**src/rtl/trap_sequencer.sv**
```systemverilog
// Machine-mode trap / mret sequencer: arbitrates trap sources, writes mepc, mcause
// and mstatus through the CSR write port, then issues a one-cycle redirect.
module trap_sequencer (
    input  logic        clk,
    input  logic        reset,
    input  logic        exception,
    input  logic [3:0]  exception_cause,
    input  logic        mret,
    input  logic        external_interrupt,
    input  logic        timer_interrupt,
    input  logic        software_interrupt,
    input  logic [31:0] current_pc,
    input  logic [31:0] csr_mstatus,
    input  logic [31:0] csr_mie,
    input  logic [31:0] csr_mtvec,
    input  logic [31:0] csr_mepc,
    output logic [11:0] csr_number,
    output logic [1:0]  csr_access_type,
    output logic [31:0] csr_in,
    output logic        stall,
    output logic        redirect,
    output logic [31:0] redirect_pc
);
    localparam logic [1:0]  CSR_READ_ONLY = 2'd0;
    localparam logic [1:0]  CSR_WRITE     = 2'd1;
    localparam logic [11:0] CSR_MSTATUS   = 12'h300;
    localparam logic [11:0] CSR_MEPC      = 12'h341;
    localparam logic [11:0] CSR_MCAUSE    = 12'h342;

    typedef enum logic [2:0] {
        S_IDLE,
        S_SAVE_EPC,
        S_SAVE_CAUSE,
        S_SAVE_STATUS,
        S_RESTORE_STATUS,
        S_REDIRECT
    } state_t;

    state_t      state_q, state_d;
    logic [31:0] epc_q, epc_d;
    logic [31:0] cause_q, cause_d;
    logic [31:0] old_status_q, old_status_d;
    logic        is_mret_q, is_mret_d;

    logic [11:0] csr_number_q, csr_number_d;
    logic [1:0]  csr_access_type_q, csr_access_type_d;
    logic [31:0] csr_in_q, csr_in_d;
    logic        redirect_q, redirect_d;

    logic        take_ext, take_sw, take_tim, take_trap, accept;
    logic [31:0] trap_status, mret_status, vec_base;

    assign take_ext  = csr_mstatus[3] & csr_mie[11] & external_interrupt;
    assign take_sw   = csr_mstatus[3] & csr_mie[3]  & software_interrupt;
    assign take_tim  = csr_mstatus[3] & csr_mie[7]  & timer_interrupt;
    assign take_trap = exception | take_ext | take_sw | take_tim;
    assign accept    = (state_q == S_IDLE) & (take_trap | mret);

    always_ff @(posedge clk) begin
        if (reset) begin
            state_q           <= S_IDLE;
            epc_q             <= '0;
            cause_q           <= '0;
            old_status_q      <= '0;
            is_mret_q         <= 1'b0;
            csr_number_q      <= '0;
            csr_access_type_q <= CSR_READ_ONLY;
            csr_in_q          <= '0;
            redirect_q        <= 1'b0;
        end else begin
            state_q           <= state_d;
            epc_q             <= epc_d;
            cause_q           <= cause_d;
            old_status_q      <= old_status_d;
            is_mret_q         <= is_mret_d;
            csr_number_q      <= csr_number_d;
            csr_access_type_q <= csr_access_type_d;
            csr_in_q          <= csr_in_d;
            redirect_q        <= redirect_d;
        end
    end

    // Next state and latches; priority exception > ext > sw > timer > mret.
    always_comb begin
        state_d      = state_q;
        epc_d        = epc_q;
        cause_d      = cause_q;
        old_status_d = old_status_q;
        is_mret_d    = is_mret_q;
        case (state_q)
            S_IDLE: begin
                if (take_trap) begin
                    state_d      = S_SAVE_EPC;
                    epc_d        = current_pc;
                    old_status_d = csr_mstatus;
                    is_mret_d    = 1'b0;
                    if (exception)     cause_d = {28'd0, exception_cause};
                    else if (take_ext) cause_d = {1'b1, 27'd0, 4'd11};
                    else if (take_sw)  cause_d = {1'b1, 27'd0, 4'd3};
                    else               cause_d = {1'b1, 27'd0, 4'd7};
                end else if (mret) begin
                    state_d      = S_RESTORE_STATUS;
                    old_status_d = csr_mstatus;
                    is_mret_d    = 1'b1;
                end
            end
            S_SAVE_EPC:       state_d = S_SAVE_CAUSE;
            S_SAVE_CAUSE:     state_d = S_SAVE_STATUS;
            S_SAVE_STATUS:    state_d = S_REDIRECT;
            S_RESTORE_STATUS: state_d = S_REDIRECT;
            S_REDIRECT:       state_d = S_IDLE;
            default:          state_d = S_IDLE;
        endcase
    end

    always_comb begin
        trap_status        = old_status_d;
        trap_status[7]     = old_status_d[3];
        trap_status[3]     = 1'b0;
        trap_status[12:11] = 2'b11;
        mret_status        = old_status_d;
        mret_status[3]     = old_status_d[7];
        mret_status[7]     = 1'b1;
        mret_status[12:11] = 2'b11;
    end

    // Outputs are decoded from the upcoming state so the write port is registered.
    always_comb begin
        csr_number_d      = '0;
        csr_access_type_d = CSR_READ_ONLY;
        csr_in_d          = '0;
        redirect_d        = 1'b0;
        case (state_d)
            S_SAVE_EPC: begin
                csr_number_d      = CSR_MEPC;
                csr_access_type_d = CSR_WRITE;
                csr_in_d          = epc_d;
            end
            S_SAVE_CAUSE: begin
                csr_number_d      = CSR_MCAUSE;
                csr_access_type_d = CSR_WRITE;
                csr_in_d          = cause_d;
            end
            S_SAVE_STATUS: begin
                csr_number_d      = CSR_MSTATUS;
                csr_access_type_d = CSR_WRITE;
                csr_in_d          = trap_status;
            end
            S_RESTORE_STATUS: begin
                csr_number_d      = CSR_MSTATUS;
                csr_access_type_d = CSR_WRITE;
                csr_in_d          = mret_status;
            end
            S_REDIRECT: redirect_d = 1'b1;
            default: ;
        endcase
    end

    // Target is computed live so it sees the CSR values committed during the sequence.
    assign vec_base = {csr_mtvec[31:2], 2'b00};
    always_comb begin
        redirect_pc = '0;
        if (state_q == S_REDIRECT) begin
            if (is_mret_q)
                redirect_pc = csr_mepc;
            else if ((csr_mtvec[1:0] == 2'b01) && cause_q[31])
                redirect_pc = vec_base + {26'd0, cause_q[3:0], 2'b00};
            else
                redirect_pc = vec_base;
        end
    end

    assign stall           = (state_q != S_IDLE) | accept;
    assign redirect        = redirect_q;
    assign csr_number      = csr_number_q;
    assign csr_access_type = csr_access_type_q;
    assign csr_in          = csr_in_q;

    logic unused_ok;
    assign unused_ok = ^{csr_mie[31:12], csr_mie[10:8], csr_mie[6:4], csr_mie[2:0],
                         cause_q[30:4]};
endmodule

```
**config.mk**
```make
export PLATFORM = sky130hd
export DESIGN_NAME = trap_sequencer
export DESIGN_NICKNAME = d
export VERILOG_FILES = /design/src/rtl/trap_sequencer.sv
export SDC_FILE = /design/constraint.sdc
export NUM_CORES = 1
export LEC_CHECK = 0
export BUFFER_PORTS_ARGS = -buffer_cell sky130_fd_sc_hd__clkbuf_2
export CELL_PAD_IN_SITES_DETAIL_PLACEMENT = 1
export CELL_PAD_IN_SITES_GLOBAL_PLACEMENT = 2
export CORE_ASPECT_RATIO = 2
export CORE_MARGIN = 3
export CORE_UTILIZATION = 23
export CTS_BUF_LIST = sky130_fd_sc_hd__clkbuf_8
export DETAILED_ROUTE_END_ITERATION = 7
export PLACE_DENSITY_LB_ADDON = 0.1
export SLEW_MARGIN = 0
export SYNTH_ARGS = -nofsm -noshare
export SYNTH_HDL_FRONTEND = slang
export SYNTH_SLANG_ARGS = --single-unit
export TNS_END_PERCENT = 20
```
**constraint.sdc**
```tcl
create_clock -name clk -period 1.9 [get_ports clk]
set_input_delay 0.095 -clock clk [delete_from_list [all_inputs] [get_ports clk]]
set_output_delay 0.095 -clock clk [all_outputs]
set_load 0.02 [all_outputs]
```
==> flow_metrics.env <==
export IMPL_critPathMaxFanout=8
export IMPL_detail_route_first_pass_iterations=4
export IMPL_synth_seq_area_share_pct=41.8
export IMPL_rr_startpoint="state_q[2]$_SDFF_PP0_"
export IMPL_hold_path_depth=3
export IMPL_dp_cells=1032
export IMPL_diodes=0
export IMPL_grt_usage_pct=15.8
export IMPL_synth_enable_flop_cells=0
export IMPL_clk_path_buf_depth=2
export IMPL_htree_levels=3
export IMPL_syn_avg_cell_area_um2=9.00
export IMPL_grt_pass1_wl_um=28800
export IMPL_critPathLaunchType="flip-flop"
export IMPL_violations="negative setup slack"
export IMPL_status="finished, violations left"
export IMPL_maxSlewHeadroom_pct=66.3
export IMPL_die_area_mm2=0.0235
export IMPL_avgViaCountPerCell=4.62
export IMPL_worst_pin_slew_ns=0.506
export IMPL_r2r_cells=6
export IMPL_fin_nets=988
export IMPL_vias=5022
export IMPL_maxCapViolCount=0
export IMPL_rsz0062_at_grt="true"
export IMPL_synth_area_mm2=0.00498
export IMPL_netlist_top_cells_count="dfxtp_1 (104), nor2_1 (55), a21oi_1 (42), clkbuf_1 (34), o21ai_0 (29)"
export IMPL_end_kind="output pin"
export IMPL_area_delta_synth_final_pct=54.5
export IMPL_fin_crit_sh_pct=127
export IMPL_ys_flop_type="dfxtp_1"
export IMPL_hold_violations=0
export IMPL_grt_max_degree=54
export IMPL_root_buffer="clkbuf_8"
export IMPL_insertion_delay_ns=0.38
export IMPL_initial_core_util_pct=23.6
export IMPL_die_w_um=110
export IMPL_drcViolationCount=0
export IMPL_fin_skew_ns=0.00530
export IMPL_drt_iter0_drc=210
export IMPL_clk_pin_slew_ns=0.09
export IMPL_r2r_end="csr_in[29]$_SDFF_PP0_"
export IMPL_ios=251
export IMPL_dieHeight_um=214
export IMPL_p_per_area_mw_per_mm2=1020
export IMPL_ys_warn_count=0
export IMPL_yosys_area_top_type="dfxtp_1"
export IMPL_synth_seq_cells=104
export IMPL_setup_viol=55
export IMPL_drive_gt1_share_pct=45.3
export IMPL_gp_congestion=0.740
export IMPL_gr_total_overflow=0
export IMPL_critPathKind="flip-flop to output pin"
export IMPL_fill_cells=2488
export IMPL_final_cells=1086
export IMPL_critPathArrivalTime_ns=2.32
export IMPL_syn_inst=553
export IMPL_synth_area_top_cells="dfxtp_1 (42%), mux2_2 (5.7%), a222oi_1 (5.0%)"
export IMPL_dp_hpwl_um=14500
export IMPL_rrSetupSlack_ns=-0.16
export IMPL_p_leak_nw=3.30
export IMPL_cts_tree="yes"
export IMPL_routedWlPerCell_um=17.2
export IMPL_seqCellArea_mm2=0.00209
export IMPL_multiInputGateArea_mm2=0.00293
export IMPL_holdPathEnd="old_status_q[7]$_SDFF_PP0_"
export IMPL_yosysMostFrequentCell="dfxtp_1"
export IMPL_rows=75
export IMPL_finalWorstSetupSlack_ns=-0.510
export IMPL_synth_top_area_share_pct=41.8
export IMPL_synth_cell_types=55
export IMPL_async_flop_share_pct=0
export IMPL_ant_nets=0
export IMPL_period_minus_slack_ns=2.41
export IMPL_numPortBuffers=211
export IMPL_core_area_mm2=0.0211
export IMPL_ir_drop_v=0.000614
export IMPL_grt_pass1_vias=5647
export IMPL_hold_start="csr_mstatus[7]"
export IMPL_cts_sinks=104
export IMPL_fmax_ghz=0.415
export IMPL_cts_buffers=9
export IMPL_finalPower_w=0.00783
export IMPL_critical_path_required_ns=1.80
export IMPL_hp_class="input port to flip-flop"
export IMPL_routed_wirelength_um=18700
export IMPL_antenna_found_initial=0
export IMPL_slew_viol_final=0
[timing repair]
action / CTS / global route
hold buffers: 34 / 0
gates cloned: 1 / 0
setup endpoints to repair: 60 / 64
buffers inserted: 2 / 1
endpoints found under the hold margin: 34 / 0
gates resized for setup: 65 / 22
pin swaps: 29 / 12
[how the worst max path moves through the flow]
| stage | start | end | slack, ns | depth (start not counted) |
|---|---|---|---|---|
| final | cause_q[0]$_SDFF_PP0_ | redirect_pc[24] | -0.51 | 10 |
| after global routing | cause_q[0]$_SDFF_PP0_ | redirect_pc[30] | -0.62 | 10 |
| after CTS | cause_q[0]$_SDFF_PP0_ | redirect_pc[24] | -0.60 | 10 |
| after detailed placement | state_q[2]$_SDFF_PP0_ | csr_in[29]$_SDFF_PP0_ | -0.22 | 6 |
| after global placement | cause_q[2]$_SDFF_PP0_ | redirect_pc[31] | -0.16 | 8 |
| after floorplan | state_q[1]$_SDFF_PP0_ | csr_in[26]$_SDFF_PP0_ | -0.11 | 7 |
[area by class of cell]
type / instances / share of cell area (%)
sequential: 104 / 27.2
tap: 269 / 4.38
timing repair buffer: 299 / 27.9
inverter: 6 / 0.293
clock buffer: 10 / 1.79
multi-input combinational: 392 / 38.2
clock inverter: 6 / 0.374
[report_power, final]
part           internal [W]  switching (W)  total (W)
logic               0.00181        0.00207    0.00388
clock network      0.000495       0.000745    0.00124
registers           0.00257       0.000142    0.00272
[critical path, stage by stage (launching register included)]
cell	delay, ns
dfxtp_2	0.35
ha_4	0.16
fa_2	0.34
a21o_1	0.17
a21oi_2	0.17
buf_12	0.16
buf_12	0.12
nor4_2	0.05
xnor2_1	0.14
a21oi_2	0.13
clkbuf_8	0.16
[per-layer routing]
layer | wire length (µm) | track usage [%] | vias up
met5 | 0 | 0 | -
met4 | 269 | 4.87 | 0
met3 | 1280 | 3.92 | 13
met2 | 10500 | 30.9 | 155
met1 | 6640 | 15.4 | 2389
li1 | - | - | 2465
[cell families after synthesis]
group                    share of synthesized area (%)
other                                           0.0754
flip-flops                                        41.8
buffers and inverters                             6.41
AO/OA/AOI/OAI                                     16.9
adder cells (fa/ha/maj)                           1.41
XOR/XNOR                                          4.93
multiplexers                                      6.69
AND/OR/NAND/NOR                                   21.7
[layout by cell type, fill, tap and decap left out, types with 3 or more instances in the layout]
cell type | synthesis | final
a211oi_1 | 8 | 6
nor3_1 | 13 | 8
xnor2_1 | 28 | 24
buf_4 | 10 | 42
nor2b_1 | 28 | 28
nand4_1 | 4 | 4
a222oi_1 | 25 | 25
dfxtp_1 | 104 | 101
nor4b_2 | 2 | 3
clkbuf_8 | 0 | 29
nand3_1 | 5 | 5
o21ai_0 | 29 | 29
a31oi_1 | 3 | 3
clkbuf_4 | 0 | 5
clkbuf_2 | 0 | 182
dlygate4sd3_1 | 0 | 34
a21oi_2 | 0 | 24
a21oi_1 | 42 | 18
inv_1 | 5 | 8
or3_1 | 3 | 3
buf_6 | 4 | 5
a211oi_4 | 1 | 3
nor3_4 | 0 | 3
buf_12 | 0 | 10
nor2_1 | 55 | 52
nor4_2 | 1 | 6
nor4_1 | 10 | 3
nand3b_1 | 4 | 4
and3_1 | 5 | 5
a21o_1 | 3 | 3
nand2_1 | 23 | 23
conb_1 | 1 | 8
xnor2_2 | 0 | 4
nand2b_1 | 4 | 4
and2_1 | 27 | 27
mux2_2 | 25 | 23
[flip-flops by register name, summed over array words and instances, names as in the netlist]
name             count
is_mret_q            1
state_q              3
csr_number           4
csr_in              32
redirect             1
old_status_q        30
csr_access_type      1
cause_q             32
[metrics by stage]
stage	hold WS (ns)	area [µm²]	setup WS [ns]	utilization (%)	TNS, ns
after global routing	0.0403	7690	-0.622	36.4	-21.55
after global placement	0.358	6800	-0.163	32.2	-4.86
after CTS	0.00928	7600	-0.602	36.0	-17.48
after detailed placement	0.364	6800	-0.216	32.2	-7.36
after floorplan	0.242	5190	-0.114	-	-3.86
final	0.0189	7690	-0.510	36.4	-14.77
(Power assumes the default switching activity.)
